==> config.mk <==
export PLATFORM = sky130hd
export DESIGN_NAME = alu_iter
export DESIGN_NICKNAME = d
export VERILOG_FILES = /design/src/rtl/alu_iter_pkg.sv /design/src/rtl/alu_logic.sv /design/src/rtl/alu_iter.sv
export SDC_FILE = /design/constraint.sdc
export NUM_CORES = 1
export LEC_CHECK = 0
export CAP_MARGIN = 20
export CORE_ASPECT_RATIO = 0.9
export CORE_MARGIN = 1.5
export CORE_UTILIZATION = 45
export CTS_CLUSTER_SIZE = 14
export DETAILED_ROUTE_END_ITERATION = 16
export PLACE_DENSITY = 0.68
export REMOVE_ABC_BUFFERS = 1
export SLEW_MARGIN = 20
export SYNTH_ARGS = -nofsm -noshare
export SYNTH_HDL_FRONTEND = slang
export SYNTH_SLANG_ARGS = --single-unit
export TNS_END_PERCENT = 20
==> constraint.sdc <==
create_clock -name clk -period 2.8 [get_ports clk]
set_input_delay 0.56 -clock clk [delete_from_list [all_inputs] [get_ports clk]]
set_output_delay 0.56 -clock clk [all_outputs]
set_load 0.05 [all_outputs]
==> src/rtl/alu_iter_pkg.sv <==
// ---------------------------------------------------------------------------
// alu_iter_pkg
// Shared types for the execute-stage ALU: the 32-bit data word, the ALU_CTRL_*
// operation codes emitted by the decode stage's ALU control generator, the
// shift-kind encoding used by the iterative shifter, and small helpers that
// classify a control word.
// No ports (package).
// ---------------------------------------------------------------------------
package alu_iter_pkg;

    typedef logic [31:0] word_t;

    // Operation codes. Code 0 is deliberately left unassigned so that an
    // all-zero control word falls through to the PASS behaviour.
    localparam word_t ALU_CTRL_ADD  = 32'd1;
    localparam word_t ALU_CTRL_SUB  = 32'd2;
    localparam word_t ALU_CTRL_XOR  = 32'd3;
    localparam word_t ALU_CTRL_OR   = 32'd4;
    localparam word_t ALU_CTRL_AND  = 32'd5;
    localparam word_t ALU_CTRL_CLR  = 32'd6;
    localparam word_t ALU_CTRL_PASS = 32'd7;
    localparam word_t ALU_CTRL_SLL  = 32'd8;
    localparam word_t ALU_CTRL_SRL  = 32'd9;
    localparam word_t ALU_CTRL_SRA  = 32'd10;
    localparam word_t ALU_CTRL_SLT  = 32'd11;
    localparam word_t ALU_CTRL_SLTU = 32'd12;
    localparam word_t ALU_CTRL_SGE  = 32'd13;
    localparam word_t ALU_CTRL_SGEU = 32'd14;
    localparam word_t ALU_CTRL_SEQ  = 32'd15;
    localparam word_t ALU_CTRL_SNE  = 32'd16;

    typedef enum logic [1:0] {
        SH_SLL,
        SH_SRL,
        SH_SRA
    } shift_kind_t;

    // True for the three ops that go through the iterative shifter.
    function automatic logic alu_is_shift(input word_t ctrl);
        return (ctrl == ALU_CTRL_SLL) || (ctrl == ALU_CTRL_SRL) ||
               (ctrl == ALU_CTRL_SRA);
    endfunction

    // Maps a shift control code to the compact kind held during iteration.
    function automatic shift_kind_t alu_shift_kind(input word_t ctrl);
        shift_kind_t kind;
        kind = SH_SLL;
        if (ctrl == ALU_CTRL_SRL) kind = SH_SRL;
        if (ctrl == ALU_CTRL_SRA) kind = SH_SRA;
        return kind;
    endfunction

endpackage

==> src/rtl/alu_logic.sv <==
// ---------------------------------------------------------------------------
// alu_logic
// Purely combinational result generator for every single-cycle ALU op:
// add/sub, bitwise logic, CSR-style clear and pass, and the compares.
// Shift codes and unknown codes produce operand B (PASS); the shifts
// themselves are handled by the iterative shifter in alu_iter.
// Ports:
//   i_ctrl   in  32  ALU_CTRL_* code
//   i_a      in  32  operand A
//   i_b      in  32  operand B
//   o_result out 32  combinational result
// ---------------------------------------------------------------------------
module alu_logic
    import alu_iter_pkg::*;
(
    input  word_t i_ctrl,
    input  word_t i_a,
    input  word_t i_b,
    output word_t o_result
);

    logic w_lt_s;
    logic w_lt_u;
    logic w_eq;

    // Compare primitives shared by the six compare ops.
    always_comb begin
        w_lt_s = $signed(i_a) < $signed(i_b);
        w_lt_u = i_a < i_b;
        w_eq   = i_a == i_b;
    end

    // Op decode. Anything not listed, including 0, behaves as PASS.
    always_comb begin
        o_result = i_b;
        case (i_ctrl)
            ALU_CTRL_ADD:  o_result = i_a + i_b;
            ALU_CTRL_SUB:  o_result = i_a - i_b;
            ALU_CTRL_XOR:  o_result = i_a ^ i_b;
            ALU_CTRL_OR:   o_result = i_a | i_b;
            ALU_CTRL_AND:  o_result = i_a & i_b;
            ALU_CTRL_CLR:  o_result = i_a & ~i_b;
            ALU_CTRL_PASS: o_result = i_b;
            ALU_CTRL_SLT:  o_result = {31'd0, w_lt_s};
            ALU_CTRL_SLTU: o_result = {31'd0, w_lt_u};
            ALU_CTRL_SGE:  o_result = {31'd0, ~w_lt_s};
            ALU_CTRL_SGEU: o_result = {31'd0, ~w_lt_u};
            ALU_CTRL_SEQ:  o_result = {31'd0, w_eq};
            ALU_CTRL_SNE:  o_result = {31'd0, ~w_eq};
            default:       o_result = i_b;
        endcase
    end

endmodule

==> src/rtl/alu_iter.sv <==
// ---------------------------------------------------------------------------
// alu_iter
// Execute-stage ALU with a registered result and valid/ready handshakes.
// Non-shift ops complete in one cycle; shifts iterate SHIFT_STEP bits per
// cycle. One op is in flight at a time, but a held result can be replaced
// by a new op in the same cycle it is consumed.
// Parameters:
//   SHIFT_STEP  bits shifted per iteration (1, 2, 4, 8, 16 or 32)
// Ports:
//   clk        in   1  core clock
//   rst        in   1  asynchronous active-high reset
//   flush      in   1  synchronous kill of in-flight op and held result
//   in_valid   in   1  operands and ctrl present
//   in_ready   out  1  block accepts this cycle
//   in_ctrl    in  32  ALU_CTRL_* code
//   in_a       in  32  operand A
//   in_b       in  32  operand B (shift amount in [4:0] for shifts)
//   out_valid  out  1  result held
//   out_ready  in   1  consumer takes result
//   out_result out 32  registered result
// ---------------------------------------------------------------------------
module alu_iter
    import alu_iter_pkg::*;
#(
    parameter int SHIFT_STEP = 1
)
(
    input  logic  clk,
    input  logic  rst,
    input  logic  flush,
    input  logic  in_valid,
    output logic  in_ready,
    input  word_t in_ctrl,
    input  word_t in_a,
    input  word_t in_b,
    output logic  out_valid,
    input  logic  out_ready,
    output word_t out_result
);

    typedef enum logic [1:0] {
        IDLE,
        SHIFT,
        DONE
    } alu_iter_state_t;

    localparam logic [5:0] STEP_W = 6'(SHIFT_STEP);

    alu_iter_state_t r_state;
    alu_iter_state_t w_state_next;
    word_t           r_sh;
    word_t           w_sh_next;
    logic [4:0]      r_cnt;
    logic [4:0]      w_cnt_next;
    shift_kind_t     r_kind;
    shift_kind_t     w_kind_next;
    word_t           r_result;
    word_t           w_result_next;

    word_t           w_logic_result;
    word_t           w_shifted;
    logic [5:0]      w_step;
    logic [4:0]      w_cnt_dec;
    logic            w_in_ready;
    logic            w_accept;
    logic            w_in_is_shift;
    logic [4:0]      w_in_shamt;

    alu_logic u_alu_logic (
        .i_ctrl   (in_ctrl),
        .i_a      (in_a),
        .i_b      (in_b),
        .o_result (w_logic_result)
    );

    // Handshake and input classification. A shift of zero is a plain
    // pass-through of A and so completes in a single cycle like any other op.
    always_comb begin
        w_in_ready    = (r_state == IDLE) || ((r_state == DONE) && out_ready);
        w_accept      = in_valid && w_in_ready;
        w_in_is_shift = alu_is_shift(in_ctrl);
        w_in_shamt    = in_b[4:0];
    end

    // One shifter iteration: shift by min(SHIFT_STEP, remaining count) so the
    // final step never overshoots the requested amount.
    always_comb begin
        w_step    = ({1'b0, r_cnt} < STEP_W) ? {1'b0, r_cnt} : STEP_W;
        w_cnt_dec = r_cnt - w_step[4:0];
        case (r_kind)
            SH_SLL:  w_shifted = r_sh << w_step;
            SH_SRL:  w_shifted = r_sh >> w_step;
            SH_SRA:  w_shifted = $signed(r_sh) >>> w_step;
            default: w_shifted = r_sh;
        endcase
    end

    // Next-state and datapath-load logic. Flush wins over everything and
    // leaves the held result untouched. IDLE and DONE share the accept path so
    // a consumed result can be replaced by a new op in the same cycle.
    always_comb begin
        w_state_next  = r_state;
        w_sh_next     = r_sh;
        w_cnt_next    = r_cnt;
        w_kind_next   = r_kind;
        w_result_next = r_result;
        if (flush) begin
            w_state_next = IDLE;
        end else begin
            case (r_state)
                IDLE, DONE: begin
                    if (w_accept) begin
                        if (w_in_is_shift && (w_in_shamt != 5'd0)) begin
                            w_sh_next    = in_a;
                            w_cnt_next   = w_in_shamt;
                            w_kind_next  = alu_shift_kind(in_ctrl);
                            w_state_next = SHIFT;
                        end else begin
                            w_result_next = w_in_is_shift ? in_a : w_logic_result;
                            w_state_next  = DONE;
                        end
                    end else if ((r_state == DONE) && out_ready) begin
                        w_state_next = IDLE;
                    end
                end
                SHIFT: begin
                    w_sh_next  = w_shifted;
                    w_cnt_next = w_cnt_dec;
                    if (w_cnt_dec == 5'd0) begin
                        w_result_next = w_shifted;
                        w_state_next  = DONE;
                    end
                end
                default: begin
                    w_state_next = IDLE;
                end
            endcase
        end
    end

    // State and datapath registers; reset clears everything so an op caught
    // mid-shift simply disappears.
    always_ff @(posedge clk or posedge rst) begin
        if (rst) begin
            r_state  <= IDLE;
            r_sh     <= '0;
            r_cnt    <= '0;
            r_kind   <= SH_SLL;
            r_result <= '0;
        end else begin
            r_state  <= w_state_next;
            r_sh     <= w_sh_next;
            r_cnt    <= w_cnt_next;
            r_kind   <= w_kind_next;
            r_result <= w_result_next;
        end
    end

    // Output drive; out_valid is simply "a result is being held".
    always_comb begin
        in_ready   = w_in_ready;
        out_valid  = (r_state == DONE);
        out_result = r_result;
    end

endmodule

# After elaboration in Yosys (flattened, before gate mapping)
# Cells that the tools add are included.
# W data, S select, Z words.
word_totals:
  regBits: 73
  input_bits: 101
  out_inout_bits: 34
classes:
  n_addsub: 3
  n_lt_le_gt_ge: 3
  n_eq_ne: 26
  shift: 3
  n_mux: 22
  bitwise_logic: 9
  reduce_logical: 16
ops:
  columns: ["op", "n"]
  rows:
  - ["$pmux W32 S12", 1]
  - ["$eq A32 B4 Y1 const B", 8]
  - ["$mux W32", 6]
  - ["$pmux W32 S2", 2]
  - ["$eq A32 B3 Y1 const B", 3]
  - ["$pmux W32 S3", 1]
  - ["$and A32 B32 Y32", 2]
  - ["$eq A32 B2 Y1 const B", 2]
  - ["$lt A32 B32 Y1", 2]
  - ["$add A32 B32 Y32", 1]
  - ["$eq A32 B1 Y1 const B", 1]
  - ["$eq A32 B32 Y1", 1]
  - ["$eq A32 B5 Y1 const B", 1]
  - ["$not A32 Y32", 1]
  - ["$or A32 B32 Y32", 1]
  - ["$shl A32 B5 Y32", 1]
  - ["$shr A32 B5 Y32", 1]
  - ["$sshr A32 B5 Y32", 1]
  - ["$sub A32 B32 Y32", 1]
  - ["$xor A32 B32 Y32", 1]
  - ["$mux W5", 3]
  - ["$mux W2", 6]
  - ["$pmux W5 S2", 1]
  - ["$ne A2 B2 Y1 const B", 4]
  - ["other kinds (19)", 30]

# Longest topological paths before layout
logic_depth:
  depth_word: 8
  depth_mapped: 13
  ltp_nobuf: 13

# By module
# A second synthesis with hierarchy kept.
unflattened:
  hier_cells: 1562
  hier_area_um2: 11437.2
modules_own_cells:
  columns: ["mod", "n_inst", "cells_per_inst", "area_each_um2", "seq_area_each_um2"]
  rows:
  - ["alu_logic", 1, 889, 5769.3, 0.0]
  - ["alu_iter", 1, 673, 5667.9, 1826.8]

# Worst setup path after synthesis
# Ideal clock, no wire load.
synth_timing:
  kind: "input to register"
  from: "input port in_b[9]"
  to: "register r_result[29] (netlist: out_result[29])"
  setup_ps: 134
  arrival_time_ps: 3105
  path_slack_ps: -439
  path_stages: 12
  n_path_buf: 1
  cell_sequence: "inv_1 -> ha_1 -> clkbuf_1 -> nand4_1 -> a211o_1 -> o21a_1 -> o41ai_2 -> a21oi_1 -> o31ai_1 -> xor2_1 -> a2111oi_0 -> a21oi_1"
synth_via:
  elab_chain_len: 6
synth_lines:
  columns: ["element", "line_no", "rtl"]
  rows:
  - ["start: declaration", "alu_iter.sv:35", "input word_t in_b,"]
  - ["$sub A32 B32 Y32 or $add A32 B32 Y32 (tied branches)", "alu_logic.sv:38, alu_logic.sv:37", null]
  - ["$pmux W32 S12 (*)", "alu_logic.sv:36", "case (i_ctrl)"]
  - ["$mux W32 (*)", "alu_iter.sv:119", "w_result_next = w_in_is_shift ? in_a : w_logic_result;"]
  - ["$mux W32 (*)", "alu_iter.sv:113", "if (w_in_is_shift && (w_in_shamt != 5'd0)) begin"]
  - ["$mux W32 (*)", "alu_iter.sv:112", "if (w_accept) begin"]
  - ["$pmux W32 S2 (*)", "alu_iter.sv:110", "case (r_state)"]
  - ["end signal: assignment", "alu_iter.sv:155", "r_result <= w_result_next;"]
  - ["end: declaration", "alu_iter.sv:57", "word_t r_result;"]
# Mark *: on every way between the ends. The rest lies on a longest branch, timed or not. The select of a mux whose other input is x is not followed.
# A chain may end at the register's enable or synchronous reset.

# Final worst setup path
layout_timing:
  from: "input port in_b[7]"
  to: "register r_result[0] (netlist: out_result[0])"
layout_via:
  elab_chain_len: 7
layout_lines:
  columns: ["element", "line_no", "rtl"]
  rows:
  - ["$lt A32 B32 Y1 (tied with other cells)", "alu_logic.sv:29", "w_lt_u = i_a < i_b;"]
  - ["$not A1 Y1 (on tied branches)", "alu_logic.sv:47, alu_logic.sv:46, alu_logic.sv:49", null]
  - ["$pmux W32 S12 (*)", "alu_logic.sv:36", null]
  - ["$mux W32 (*)", "alu_iter.sv:119", null]
  - ["$mux W32 (*)", "alu_iter.sv:113", null]
  - ["$mux W32 (*)", "alu_iter.sv:112", null]
  - ["$pmux W32 S2 (*)", "alu_iter.sv:110", null]
# Marks and branches as above.

==> out/metrics.cfg <==
[outcome]
status = finished with violations
failed_checks = setup timing

[logic_synthesis]
syn_area_per_cell_um2 = 7.01
synth-edff-count = 0
ys_seq_area_frac = 0.181
mappedNetlistArea_um2 = 10100
synth_warnings = 0
synthTopCellsByArea = dfrtp_1, ha_1, a21oi_1, o21ai_0, nor2_1
yosys-top-cells-count = a21oi_1, nor2_1, o21ai_0
yosysTopAreaCell = dfrtp_1
ys_ff_latch = 73
synthFlopType = dfrtp_1
synth.distinct_cells = 78
async_reset_ff_frac = 1.00
synth_most_common_cell = a21oi_1
syn_inst = 1444
netlist.area_leader.share = 0.181

[global_route]
grt_pass1_vias = 14300
gr-total-overflow = 0
antenna_found_initial = 1
grt_usage = 0.437
grt_pass1_wl_mm = 80.1
grt_max_degree = 74

[placed_design]
place_congestion = 1.06
placed_cell_area_um2 = 15200
port_buffers = 134
dpl.hpwl_mm = 37.9

[hold_path]
min_path_type = register to register

[floorplanning]
rows = 51
die_area_um2 = 23400
coreArea_um2 = 21800
die_w_um = 161
fp.dieH_um = 145
ioPinCount = 135
start_util = 0.464

[pwr]
power_density_nw_per_um2 = 320
ir_worst_vdd_mv = 0.311
p_leak_nw = 7.78
power_mw = 5.67

[finish]
finish.utilization = 0.813
antenna_cells = 0
fin_area_um2 = 17700
fin_nets = 2220
regArea_um2 = 1830
n_fill_cell = 1441
syn2layout_area_growth_pct = 75.3
multi_input_area_um2 = 9150
drive_above_1_share = 0.426

[sta]
finalSetupViolCount = 8
layout_setup_ws_ns = -0.136
min_period_ns = 2.94
worst_pin_slew_ns = 0.544
fmax_mhz = 341
fin_setup_tns_ns = -0.534
whs_ns = 0.488
min_period_over_period = 1.05
rsz0062_at_grt = true
clock_skew_ns = 0.0121
drv_slew = 0
hold_violations = 0
relSlewSlack = 0.636

[clock_tree]
worstSkewPairLatency_ns = 0.36
cts-buffers-inserted = 9
cts_tree = built
htreeDepth = 3
clk_pin_slew_ns = 0.07
cts_sinks = 73
root_buffer = clkbuf_16
clock_path_buffers = 2

[drt]
initialDrtViolationCount = 2066
drc_errors = 0
wirelength_mm = 54.3
avgViaCountPerCell = 6.43
ant_nets = 0
wl_per_cell_um = 23.4
drt_first_pass_iters = 6
num_vias = 14900

[critical_path]
worstPathRequired_ns = 3.09
startpoint_type = input pin
critPathKind = input pin to register
end_kind = register
crit_fanout = 4
crit_arrival_ns = 3.22

[run]
maxCapViolCount = 0

==> state kept, by name (all words and copies together) (netlist names) <==
name	cells
r_kind	2
r_sh	32
r_state	2
out_result	32
r_cnt	5
==> layout make-up <==
cell class / instances / area share
Clock buffer: 12 / 0.0145
Timing Repair Buffer: 665 / 0.322
Tap cell: 291 / 0.0205
Clock inverter: 4 / 0.00423
Sequential cell: 73 / 0.103
Multi-Input combinational cell: 1175 / 0.516
Inverter: 96 / 0.0205
==> routing by layer <==
| metal | vias up | global-route usage | share of wire |
|---|---|---|---|
| met5 | - | 0 | 0.00017 |
| met3 | 213 | 0.0832 | 0.11 |
| met1 | 7013 | 0.599 | 0.41 |
| met2 | 1115 | 0.660 | 0.43 |
| met4 | 2 | 0.198 | 0.047 |
| li1 | 6540 | - | - |
==> worst max-delay path, cell delays in order <==
cell and delay [ns]:
clkdlybuf4s15_1 0.21, inv_2 0.06, buf_4 0.13, ha_1 0.27
o211ai_1 0.44, o311ai_4 0.24, o211ai_1 0.22, buf_4 0.17
a21oi_2 0.06, nor4_1 0.25, o221ai_1 0.20, a211o_1 0.31
nand2_1 0.09
==> where the power goes <==
part	switching [mW]	internal [mW]	leakage, nW	total, mW
clock network	0.573	0.833	0.155	1.41
logic	1.66	1.36	6.71	3.01
registers	0.0918	1.16	0.910	1.25
total	2.32	3.35	7.78	5.67
==> worst paths after layout <==
kind	start	end	slack, ns	depth (start not counted)
setup reg to reg	r_cnt[2]	out_result[30]	0.06	12
hold / removal	out_result[3]	out_result[3]	0.49	2
min in group asynchronous	rst	out_result[1]	0.56	3
max in group asynchronous	rst	r_sh[27]	1.76	3
setup / recovery	in_b[7]	out_result[0]	-0.14	13
hold reg to reg	out_result[3]	out_result[3]	0.49	2
==> repair_timing <==
item | 4_1_cts | 5_1_grt
endpoints found under the hold margin | 0 | 0
endpoints found under the setup margin | 72 | 63
setup buffers | 38 | 29
pin swaps | 110 | 80
gates cloned | 4 | 1
hold buffers | 0 | 0
gates resized for setup | 389 | 166
==> logic make-up (layout without fill, tap and decap cells) <==
family,after synthesis,after routing,share of synthesized area
flip-flops,73,73,0.181
XOR/XNOR,25,25,0.0216
adder cells (fa/ha/maj),99,99,0.124
multiplexers,7,7,0.00705
buffers and inverters,196,777,0.0762
AO/OA/AOI/OAI,597,597,0.375
AND/OR/NAND/NOR,447,447,0.216
==> metrics by stage <==
step                instances  setup slack, ns
floorplan                1344            -1.51
global placement         2230            -1.11
detailed placement       2230            -1.24
CTS                      2286          -0.0888
global route             2316           -0.136
finish                   2316           -0.136
==> cells in the final DEF, fill, tap and decap left out, drive strengths merged, types with 6 or more instances in the layout <==
| cell type | n |
|---|---|
| o21bai | 12 |
| nand2 | 91 |
| nor3 | 28 |
| o31ai | 13 |
| nand3 | 29 |
| dfrtp | 73 |
| clkbuf | 31 |
| a221o | 7 |
| nor2 | 163 |
| xnor2 | 22 |
| and3 | 7 |
| clkdlybuf4s50 | 51 |
| a31oi | 33 |
| nand3b | 6 |
| nand4 | 16 |
| a21o | 16 |
| o21ai | 126 |
| and2 | 8 |
| a211oi | 18 |
| a221oi | 15 |
| nor2b | 18 |
| o21a | 7 |
| a2111oi | 10 |
| o221ai | 15 |
| or3 | 12 |
| mux2i | 6 |
| dlygate4sd2 | 50 |
| nor4 | 37 |
| a21oi | 188 |
| o22ai | 50 |
| o2111ai | 9 |
| o211ai | 19 |
| inv | 95 |
| nand2b | 15 |
| ha | 97 |
| buf | 536 |
No activity file was read; power rests on OpenSTA's default activity.
